**src/rtl/cms_pkg.sv**
```systemverilog
// Shared definitions for the CMS packer/unpacker datapath: FSM encoding,
// command codes and the reference clock period.
package cms_pkg;

  localparam int CLK_PERIOD = 10;

  localparam logic [2:0] S_IDLE  = 3'd0;
  localparam logic [2:0] S_CMD   = 3'd1;
  localparam logic [2:0] S_FETCH = 3'd2;
  localparam logic [2:0] S_LOAD  = 3'd3;
  localparam logic [2:0] S_SHIFT = 3'd4;
  localparam logic [2:0] S_DONE  = 3'd5;
  localparam logic [2:0] S_ERROR = 3'd6;

  localparam logic [2:0] CMD_NOP       = 3'd0;
  localparam logic [2:0] CMD_WRITE_DAT = 3'd1;
  localparam logic [2:0] CMD_READ_DAT  = 3'd2;
  localparam logic [2:0] CMD_WRITE_REG = 3'd3;
  localparam logic [2:0] CMD_READ_REG  = 3'd4;
  localparam logic [2:0] CMD_RESET     = 3'd5;

  // Bytes carried by the next word: a full word unless fewer remain.
  function automatic logic [2:0] word_bytes(input logic [7:0] remaining);
    return (remaining >= 8'd4) ? 3'd4 : remaining[2:0];
  endfunction

endpackage

```
**src/rtl/cms_unpackage_if.sv**
```systemverilog
// Word-FIFO read port and card-side byte stream of the CMS unpacker.
interface cms_unpackage_if;

  logic [31:0] fifo_dout_i;
  logic        fifo_empty_i;
  logic        fifo_rd_en_o;
  logic [7:0]  data_o;
  logic        data_valid_o;
  logic        data_ready_i;

  modport master (
    output fifo_rd_en_o, data_o, data_valid_o,
    input  fifo_dout_i, fifo_empty_i, data_ready_i
  );

  modport slave (
    input  fifo_rd_en_o, data_o, data_valid_o,
    output fifo_dout_i, fifo_empty_i, data_ready_i
  );

endinterface

```
**src/rtl/cms_word_shifter.sv**
```systemverilog
// Holds one FIFO word and presents it a byte at a time, MSB first.
// Partial words are left-justified on load so the same shift path serves both.
module cms_word_shifter (
  input  logic        clk,
  input  logic        rst_n,
  input  logic        load_i,
  input  logic [31:0] word_i,
  input  logic [2:0]  nbytes_i,
  input  logic        shift_i,
  output logic [7:0]  byte_o,
  output logic        last_o
);

  logic [31:0] sr_q, sr_d;
  logic [2:0]  cnt_q, cnt_d;

  always_comb begin
    sr_d  = sr_q;
    cnt_d = cnt_q;
    if (load_i) begin
      // Right-aligned partial word: its first byte sits at [8r-1:8r-8].
      case (nbytes_i)
        3'd1:    sr_d = {word_i[7:0],  24'h0};
        3'd2:    sr_d = {word_i[15:0], 16'h0};
        3'd3:    sr_d = {word_i[23:0], 8'h0};
        default: sr_d = word_i;
      endcase
      cnt_d = nbytes_i;
    end else if (shift_i && (cnt_q != 3'd0)) begin
      sr_d  = {sr_q[23:0], 8'h00};
      cnt_d = cnt_q - 3'd1;
    end
  end

  always_ff @(posedge clk or negedge rst_n) begin
    if (!rst_n) begin
      sr_q  <= '0;
      cnt_q <= '0;
    end else begin
      sr_q  <= sr_d;
      cnt_q <= cnt_d;
    end
  end

  assign byte_o = sr_q[31:24];
  assign last_o = (cnt_q == 3'd1);

endmodule

```
**src/rtl/cms_unpackage.sv**
```systemverilog
// Transmit side of the CMS byte packer: fetches 32-bit words from the host
// FIFO and streams them to the card as bytes under cs_o/cmd_code_o.
module cms_unpackage
  import cms_pkg::*;
#(
  parameter int START_HOLD_CYC = 3,
  parameter int TIMEOUT_CYC    = 255
) (
  input  logic            clk,
  input  logic            rst_n,
  input  logic            start_i,
  input  logic [2:0]      command_code_i,
  input  logic [7:0]      byte_numb_i,
  cms_unpackage_if.master bus,
  output logic [2:0]      cmd_code_o,
  output logic            cs_o,
  output logic            busy_o,
  output logic            done_o,
  output logic            error_o
);

  localparam int HOLD_W = (START_HOLD_CYC > 1) ? $clog2(START_HOLD_CYC) : 1;
  localparam int TMO_W  = (TIMEOUT_CYC > 1) ? $clog2(TIMEOUT_CYC) : 1;
  localparam logic [HOLD_W-1:0] HOLD_LAST = HOLD_W'(START_HOLD_CYC - 1);
  localparam logic [TMO_W-1:0]  TMO_LAST  = TMO_W'(TIMEOUT_CYC - 1);

  logic [2:0]        state_q, state_d;
  logic [HOLD_W-1:0] hold_q, hold_d;
  logic [TMO_W-1:0]  tmo_q, tmo_d;
  logic [7:0]        rem_q, rem_d;
  logic [2:0]        cmd_q, cmd_d;
  logic              error_q, error_d;

  logic       load;
  logic       shift;
  logic       word_last;
  logic [7:0] shift_byte;

  cms_word_shifter u_shifter (
    .clk      (clk),
    .rst_n    (rst_n),
    .load_i   (load),
    .word_i   (bus.fifo_dout_i),
    .nbytes_i (word_bytes(rem_q)),
    .shift_i  (shift),
    .byte_o   (shift_byte),
    .last_o   (word_last)
  );

  always_comb begin
    state_d = state_q;
    hold_d  = '0;
    tmo_d   = '0;
    rem_d   = rem_q;
    cmd_d   = cmd_q;
    error_d = error_q;
    load    = 1'b0;
    shift   = 1'b0;
    case (state_q)
      S_IDLE: begin
        if (start_i) begin
          state_d = S_CMD;
          cmd_d   = command_code_i;
          rem_d   = byte_numb_i;
          error_d = 1'b0;
        end
      end
      S_CMD: begin
        if (hold_q == HOLD_LAST) begin
          state_d = (rem_q == 8'd0) ? S_DONE : S_FETCH;
        end else begin
          hold_d = hold_q + HOLD_W'(1);
        end
      end
      S_FETCH: begin
        // A word arriving in the expiry cycle still gets read.
        if (!bus.fifo_empty_i) begin
          state_d = S_LOAD;
        end else if (tmo_q == TMO_LAST) begin
          state_d = S_ERROR;
          error_d = 1'b1;
        end else begin
          tmo_d = tmo_q + TMO_W'(1);
        end
      end
      S_LOAD: begin
        load    = 1'b1;
        state_d = S_SHIFT;
      end
      S_SHIFT: begin
        if (bus.data_ready_i && (rem_q != 8'd0)) begin
          shift = 1'b1;
          rem_d = rem_q - 8'd1;
          if (word_last) begin
            state_d = (rem_q == 8'd1) ? S_DONE : S_FETCH;
          end
        end
      end
      S_DONE:  state_d = S_IDLE;
      S_ERROR: state_d = S_IDLE;
      default: state_d = S_IDLE;
    endcase
  end

  always_ff @(posedge clk or negedge rst_n) begin
    if (!rst_n) begin
      state_q <= S_IDLE;
      hold_q  <= '0;
      tmo_q   <= '0;
      rem_q   <= '0;
      cmd_q   <= '0;
      error_q <= 1'b0;
    end else begin
      state_q <= state_d;
      hold_q  <= hold_d;
      tmo_q   <= tmo_d;
      rem_q   <= rem_d;
      cmd_q   <= cmd_d;
      error_q <= error_d;
    end
  end

  assign bus.fifo_rd_en_o = (state_q == S_FETCH) && !bus.fifo_empty_i;
  assign bus.data_valid_o = (state_q == S_SHIFT);
  assign bus.data_o       = bus.data_valid_o ? shift_byte : 8'h00;

  assign cs_o       = (state_q != S_IDLE) && (state_q != S_ERROR);
  assign cmd_code_o = cs_o ? cmd_q : 3'd0;
  assign busy_o     = (state_q != S_IDLE);
  assign done_o     = (state_q == S_DONE);
  assign error_o    = error_q;

endmodule

```
**src/flat_wrapper.sv**
```systemverilog
// flat-port wrapper written by rule: the top's interface ports become plain ports
module cms_unpackage_flat import cms_pkg::*;
#(
  parameter int START_HOLD_CYC = 3,
  parameter int TIMEOUT_CYC    = 255
)
  (clk, rst_n, start_i, command_code_i, byte_numb_i, cmd_code_o, cs_o, busy_o, done_o, error_o, bus_fifo_rd_en_o, bus_data_o, bus_data_valid_o, bus_fifo_dout_i, bus_fifo_empty_i, bus_data_ready_i);
  cms_unpackage_if bus_i ();
  input  logic clk;
  input  logic rst_n;
  input  logic start_i;
  input  logic [2:0] command_code_i;
  input  logic [7:0] byte_numb_i;
  output logic [2:0] cmd_code_o;
  output logic cs_o;
  output logic busy_o;
  output logic done_o;
  output logic error_o;
  output wire logic [$bits(bus_i.fifo_rd_en_o)-1:0] bus_fifo_rd_en_o;
  output wire logic [$bits(bus_i.data_o)-1:0] bus_data_o;
  output wire logic [$bits(bus_i.data_valid_o)-1:0] bus_data_valid_o;
  input wire logic [$bits(bus_i.fifo_dout_i)-1:0] bus_fifo_dout_i;
  input wire logic [$bits(bus_i.fifo_empty_i)-1:0] bus_fifo_empty_i;
  input wire logic [$bits(bus_i.data_ready_i)-1:0] bus_data_ready_i;
  assign bus_fifo_rd_en_o = bus_i.fifo_rd_en_o;
  assign bus_data_o = bus_i.data_o;
  assign bus_data_valid_o = bus_i.data_valid_o;
  assign bus_i.fifo_dout_i = bus_fifo_dout_i;
  assign bus_i.fifo_empty_i = bus_fifo_empty_i;
  assign bus_i.data_ready_i = bus_data_ready_i;
  cms_unpackage #(.START_HOLD_CYC(START_HOLD_CYC), .TIMEOUT_CYC(TIMEOUT_CYC)) u_core (.clk(clk), .rst_n(rst_n), .start_i(start_i), .command_code_i(command_code_i), .byte_numb_i(byte_numb_i), .bus(bus_i), .cmd_code_o(cmd_code_o), .cs_o(cs_o), .busy_o(busy_o), .done_o(done_o), .error_o(error_o));
endmodule
```
**config.mk**
```make
export PLATFORM = sky130hd
export DESIGN_NAME = cms_unpackage_flat
export DESIGN_NICKNAME = d
export VERILOG_FILES = /design/src/rtl/cms_pkg.sv /design/src/rtl/cms_unpackage_if.sv /design/src/rtl/cms_word_shifter.sv /design/src/rtl/cms_unpackage.sv /design/src/flat_wrapper.sv
export SDC_FILE = /design/constraint.sdc
export NUM_CORES = 1
export LEC_CHECK = 0
export ABC_CLOCK_PERIOD_IN_PS = 3170
export CAP_MARGIN = 30
export CORE_MARGIN = 2
export CORE_UTILIZATION = 53
export CTS_CLUSTER_DIAMETER = 100
export DETAILED_ROUTE_END_ITERATION = 10
export PLACE_DENSITY = 0.88
export SLEW_MARGIN = 15
export SYNTH_ARGS = -nofsm -noshare
export SYNTH_HDL_FRONTEND = slang
export SYNTH_SLANG_ARGS = --single-unit
```
**constraint.sdc**
```tcl
create_clock -name clk -period 3.17 [get_ports clk]
set_input_delay 0.951 -clock clk [delete_from_list [all_inputs] [get_ports clk]]
set_output_delay 0.951 -clock clk [all_outputs]
set_load 0.01 [all_outputs]
```
==> results_dict.tcl, run 1 <==
set metrics [dict create \
    status "finished, final reports clean" \
    period_share 0.971 \
    cts_buffers 9 \
    grt_pass1_vias 3278 \
    vdd_drop_max_mv 0.550 \
    r2r_cells 7 \
    ys_async_sr_fraction 1.00 \
    grt_pass1_wl_um 15200 \
    start_util 0.554 \
    antenna_cells 0 \
    core-area_mm2 0.00639 \
    worst_setup_path_end_kind "output port" \
    yosysWarnings 0 \
    vias 3274 \
    wl_per_cell_um 17.7 \
    worstPathRequired_ps 2220 \
    fin_crit_ps 3080 \
    utilization 0.689 \
    clock_latency_ps 340 \
    clock_path_buffers 2 \
    tightest_slew_ps 906 \
    crit_arrival_ps 2130 \
    grt_antenna_before_repair 0 \
    via_per_inst 6.21 \
    pin_count 65 \
    syn_avg_cell_area_um2 9.14 \
    drv_cap 0 \
    synth_cell_types 52 \
    slew_viol_final 0 \
    path_max_fanout 2 \
    gp_congestion 0.899 \
    syn_to_final_growth_pct 24.4 \
    drc 0 \
    synth_fp_nets 443 \
    p_per_area_mw_per_mm2 807 \
    grt_max_degree 50 \
    clockRootBuffer "clkbuf_8" \
    first_iter_violations 246 \
    syn_inst 387 \
    maxSlewHeadroom 0.395 \
    synth_area_mm2 0.00354 \
    rows 29 \
    hold_class "reg -> reg" \
    p_leak_uw 0.00187 \
    worst-setup-path-type "in -> out" \
    dieWidth_um 85.7 \
    fmax_mhz 325 \
    clock_sink_count 60 \
    hold_viol_final 0 \
    ys.flop_type "dfrtp_1" \
    die-area_mm2 0.00735 \
    min_path_cells 1 \
    die_y_um 85.7 \
    hpwl_um 6440 \
    cts_tree "yes" \
    portBuffers 64 \
    h-tree-depth 3 \
    dp_slack_ps 89.2 \
    cts.clk_slew.worst_paths_ps 60 \
    grt.overflow.total 0 \
    drive_gt1_frac 0.0889 \
    cp-start-kind "input port" \
    fin_ws_ps 93.5 \
    grtUsageTotal 0.266 \
    setup-violations-final 0 \
    drt-total-wl_um 9340 \
    drtAntennaViolNets 0 \
    skew_ps 9.10 \
    layout.nets 502 \
    drt_first_pass_iters 5 \
    nFillCells 491 \
    rsz0062_at_grt "yes" \
    synth_edf_count 0 \
    synth-seq-cells 60 \
    ys_seq_area_frac 0.424 \
]
## cells in the final DEF (no fill, tap or decap), types with 3 or more instances in the layout
master / synthesis / layout
nor3_1: 9 / 9
nor2_1: 31 / 31
o22ai_1: 8 / 8
a21oi_1: 33 / 33
nand2_1: 34 / 34
o221ai_1: 8 / 8
a22o_1: 8 / 8
buf_4: 2 / 10
clkbuf_8: 0 / 11
and3_1: 3 / 3
a31oi_1: 9 / 9
nand3_1: 14 / 14
clkdlybuf4s50_1: 0 / 63
a221o_1: 8 / 8
and2_1: 11 / 11
nor2b_1: 8 / 6
a22oi_1: 4 / 4
ha_1: 8 / 8
dfrtp_1: 60 / 60
a221oi_1: 8 / 8
xor2_1: 5 / 5
inv_1: 16 / 16
mux2_2: 4 / 4
mux2i_1: 17 / 17
o21ai_0: 22 / 22
xnor2_1: 3 / 3
## routing by layer
layer | global-route usage | vias up | routed length, um | share of wire
met1 | 0.326 | 1583 | 3830 | 0.41
met3 | 0.0654 | 27 | 572 | 0.061
met4 | 0.130 | 0 | 318 | 0.034
met5 | 0 | - | 0 | 0
li1 | - | 1531 | - | -
met2 | 0.440 | 133 | 4620 | 0.49
## Yosys cell counts, types with 9 or more instances
cell type | count | area share
nand3_1 | 14 | 0.020
a21oi_1 | 33 | 0.047
inv_1 | 16 | 0.017
a31oi_1 | 9 | 0.016
mux2i_1 | 17 | 0.048
nor3_1 | 9 | 0.013
nor2_1 | 31 | 0.033
nand2_1 | 34 | 0.036
dfrtp_1 | 60 | 0.42
clkbuf_1 | 14 | 0.015
and2_1 | 11 | 0.019
o21ai_0 | 22 | 0.031
## critical path, cell delays in order
cell,delay (ps)
clkdlybuf4s50_1,420
nor2b_1,180
clkdlybuf4s50_1,570
## flip-flops by register name, summed over array words and instances, names as in the netlist
signal / cells
u_core.u_shifter.sr_q: 32
u_core.rem_q: 8
u_core.tmo_q: 8
u_core.cmd_q: 3
u_core.state_q: 3
u_core.u_shifter.cnt_q: 3
u_core.hold_q: 2
u_core.error_o: 1
## per-stage QoR
step	cell area [um^2]	hold WS (ps)	cells	TNS, ps	power, uW
after CTS	4400	452	527	0	3550
after global routing	4400	473	527	-13.1	3810
after detailed placement	4230	443	512	0	2920
after floorplan	3540	423	387	0	2420
final	4400	447	527	0	3550
after global placement	4230	434	512	0	2840
## kinds of logic (layout without fill, tap and decap cells)
kind of cell / after synthesis / count (layout) / synth area share
DFF: 60 / 60 / 0.424
adders and majority gates: 8 / 8 / 0.0283
and+or+nand+nor: 126 / 126 / 0.179
AOI/OAI and AO/OA: 120 / 120 / 0.231
xor gates and xnor gates: 8 / 8 / 0.0198
buffers and inverters: 44 / 107 / 0.0573
muxes: 21 / 21 / 0.0608
## worst paths after layout
path	to	startpoint	slack (ps)
worst min register to register	u_core.hold_q[1]	u_core.hold_q[1]	450
worst max-delay path	bus_fifo_rd_en_o	bus_fifo_empty_i	90
min in group asynchronous	u_core.u_shifter.sr_q[15]	rst_n	650
worst min-delay path	u_core.hold_q[1]	u_core.hold_q[1]	450
worst max register to register	u_core.u_shifter.cnt_q[1]	u_core.rem_q[1]	920
max in group asynchronous	u_core.tmo_q[2]	rst_n	1900
## power by group
part           internal (uW)  leakage (uW)  total, uW  switching (uW)
Combinational            746       0.00104       1600             857
Sequential              1080      0.000739       1340             260
Clock                    320     0.0000893        608             288
Total                   2150       0.00187       3550            1400
## cell type report
type,instances,area (um^2),share of cell area
Sequential cell,60,1500,0.341
Clock inverter,2,10.0,0.00227
Tap cell,77,96.3,0.0219
Timing Repair Buffer,75,731,0.166
Inverter,17,66.3,0.0151
Clock buffer,13,159,0.0361
Multi-Input combinational cell,283,1840,0.418
## timing repair
item / 4_1_cts / 5_1_grt
resized for setup: 1 / 2
endpoints found under the setup margin: 1 / 1
hold buffers: 0 / 0
setup buffers: 0 / 0
Power figures use the tool's default switching activity.
==> run 2, diff against run 1 <==
- CAP_MARGIN: 30 -> default
==> results of run 2 <==
No change in the layout: final DEF, timing and power equal those of run 1.
==> run 3, diff against run 2 <==
- CORE_UTILIZATION: 53 -> 30
- CTS_BUF_LIST: default -> sky130_fd_sc_hd__clkbuf_8 sky130_fd_sc_hd__clkbuf_16
- PLACE_DENSITY: 0.88 -> 0.58
==> run 3 against run 2 <==
Against the previous run:
- sequential power barely moved
- critical path depth did not move
- fmax rose by 0.44%
- clock power rose by 62%
- critical path type unchanged
- largest cell class unchanged
- highest routed layer unchanged
==> results_dict.tcl, run 3 (same netlist as run 1, synthesis figures left out) <==
set metrics [dict create \
    status "finished, final reports clean" \
    core-area_mm2 0.0115 \
    top_regs "u_core.u_shifter.sr_q x32, u_core.rem_q x8, u_core.tmo_q x8" \
    utilization 0.407 \
    drt_first_pass_iters 5 \
    die_y_um 113 \
    maxSlewHeadroom 0.364 \
    fin_crit_ps 3060 \
    regMostFlops "u_core.u_shifter.sr_q" \
    worst_setup_path_end_kind "output port" \
    switchingPower_uw 1450 \
    hold_start "u_core.hold_q[0]" \
    setup-violations-final 0 \
    regArea_mm2 0.00150 \
    layout.nets 506 \
    drc 0 \
    drv_cap 0 \
    tightest_slew_ps 951 \
    p_per_area_mw_per_mm2 845 \
    hpwl_um 7020 \
    clockRootBuffer "clkbuf_16" \
    wl_per_cell_um 16.6 \
    r2r_start "u_core.state_q[2]" \
    grt.overflow.total 0 \
    seq_power_share 0.332 \
    clock_sink_count 60 \
    p_leak_uw 0.00197 \
    skew_ps 8.86 \
    rsz0062_at_grt "no" \
    rows 39 \
    grt_antenna_before_repair 0 \
    worst-setup-path-type "in -> out" \
    vias 3169 \
    portBuffers 64 \
    period_share 0.966 \
    p_int_uw 2500 \
    cts_resized 0 \
    drtAntennaViolNets 0 \
    p_clk_frac 0.250 \
    min_to "u_core.hold_q[0]" \
    cts_tree "yes" \
    antenna_cells 0 \
    critical_path.cell_chain "clkdlybuf4s50_1 > nor2b_1 > clkdlybuf4s50_1" \
    via_per_inst 5.30 \
    most-common-layout-cells "clkdlybuf4s50_1, dfrtp_1, nand2_1" \
    start_util 0.309 \
    min_path_cells 1 \
    ff2ff_setup_slack_ps 710 \
    fmax_mhz 326 \
    crit_path_top_delay_cell "clkdlybuf4s50_1" \
    post_cts_buffers 0 \
    cts_buffers 9 \
    grt_pass1_vias 3300 \
    grtUsageTotal 0.164 \
    final_cell_count_no_fill 598 \
    multi_input_area_mm2 0.00184 \
    clock_path_buffers 2 \
    pwr-share-comb 0.418 \
    clock_latency_ps 330 \
    die-area_mm2 0.0127 \
    switching_share 0.367 \
    layout_commonest_cell "clkdlybuf4s50_1" \
    crit_arrival_ps 2110 \
    fin_tns_setup_ps 0 \
    first_iter_violations 170 \
    hold_class "reg -> reg" \
    worstPathRequired_ps 2220 \
    largest_reg_flops 32 \
    vdd_drop_max_mv 0.365 \
    slew_viol_final 0 \
    drive_gt1_frac 0.0989 \
    gp_congestion 0.836 \
    r2r_cells 7 \
    placed_cells 582 \
    cpPeakStageDelay_ps 560 \
    reg2reg_to "u_core.u_shifter.sr_q[17]" \
    path_max_fanout 2 \
    cts.clk_slew.worst_paths_ps 50 \
    h-tree-depth 3 \
    grt_max_degree 50 \
    pin_count 65 \
    syn_to_final_growth_pct 31.9 \
    dieWidth_um 113 \
    cp-start-kind "input port" \
    nFillCells 1132 \
    drt-total-wl_um 9920 \
    hold_viol_final 0 \
    crit_path_frequent_cell "clkdlybuf4s50_1" \
    cts_hold_buffers 0 \
    grt_pass1_wl_um 16500 \
]
## run 3: metrics by stage
| step | power [uW] | instance area (um^2) | hold slack [ps] | setup WS, ps |
|---|---|---|---|---|
| after floorplan | 2420 | 3540 | 423 | 622 |
| after global placement | 2920 | 4350 | 435 | 143 |
| after detailed placement | 2960 | 4350 | 445 | 91.1 |
| after CTS | 3970 | 4660 | 452 | 42.9 |
| after global routing | 4250 | 4670 | 469 | 6.12 |
| final | 3940 | 4670 | 453 | 107 |
## run 3: worst max path at each step
stage                 startpoint                to  depth (start not counted)
2_1_floorplan  u_core.state_q[1]     bus_data_o[0]                          5
4_1_cts        u_core.state_q[1]  bus_fifo_rd_en_o                          4
6_report        bus_fifo_empty_i  bus_fifo_rd_en_o                          3
3_5_place_dp    bus_fifo_empty_i  bus_fifo_rd_en_o                          3
5_1_grt        u_core.state_q[2]     bus_data_o[6]                          4
3_3_place_gp    bus_fifo_empty_i  bus_fifo_rd_en_o                          3
## run 3: metal layers
| metal | wire [um] | up-vias | global-route usage |
|---|---|---|---|
| li1 | - | 1539 | - |
| met4 | 193 | 0 | 0.0520 |
| met5 | 0 | - | 0 |
| met1 | 4550 | 1529 | 0.212 |
| met2 | 4650 | 87 | 0.260 |
| met3 | 521 | 14 | 0.0518 |
## run 3: power by group through the flow
stage	clock network, uW	logic (uW)	registers, uW
2_1_floorplan	0	1160	1250
3_3_place_gp	0	1610	1310
3_5_place_dp	0	1640	1320
4_1_cts	1010	1660	1310
5_1_grt	1040	1850	1350
6_report	985	1650	1310
## run 3: cell type report
cell class                 count  area share
sequential                    60       0.322
clock inverter                 5      0.0110
inverter                      17      0.0142
multi-input combinational    283       0.395
timing repair buffer          79       0.166
tap                          143      0.0383
clock buffer                  11      0.0542
## run 3: worst max-delay path: cells and delay by family
| kind | cells | cell delay [ps] |
|---|---|---|
| buffers and inverters | 2 | 980 |
| AND/OR/NAND/NOR | 1 | 180 |
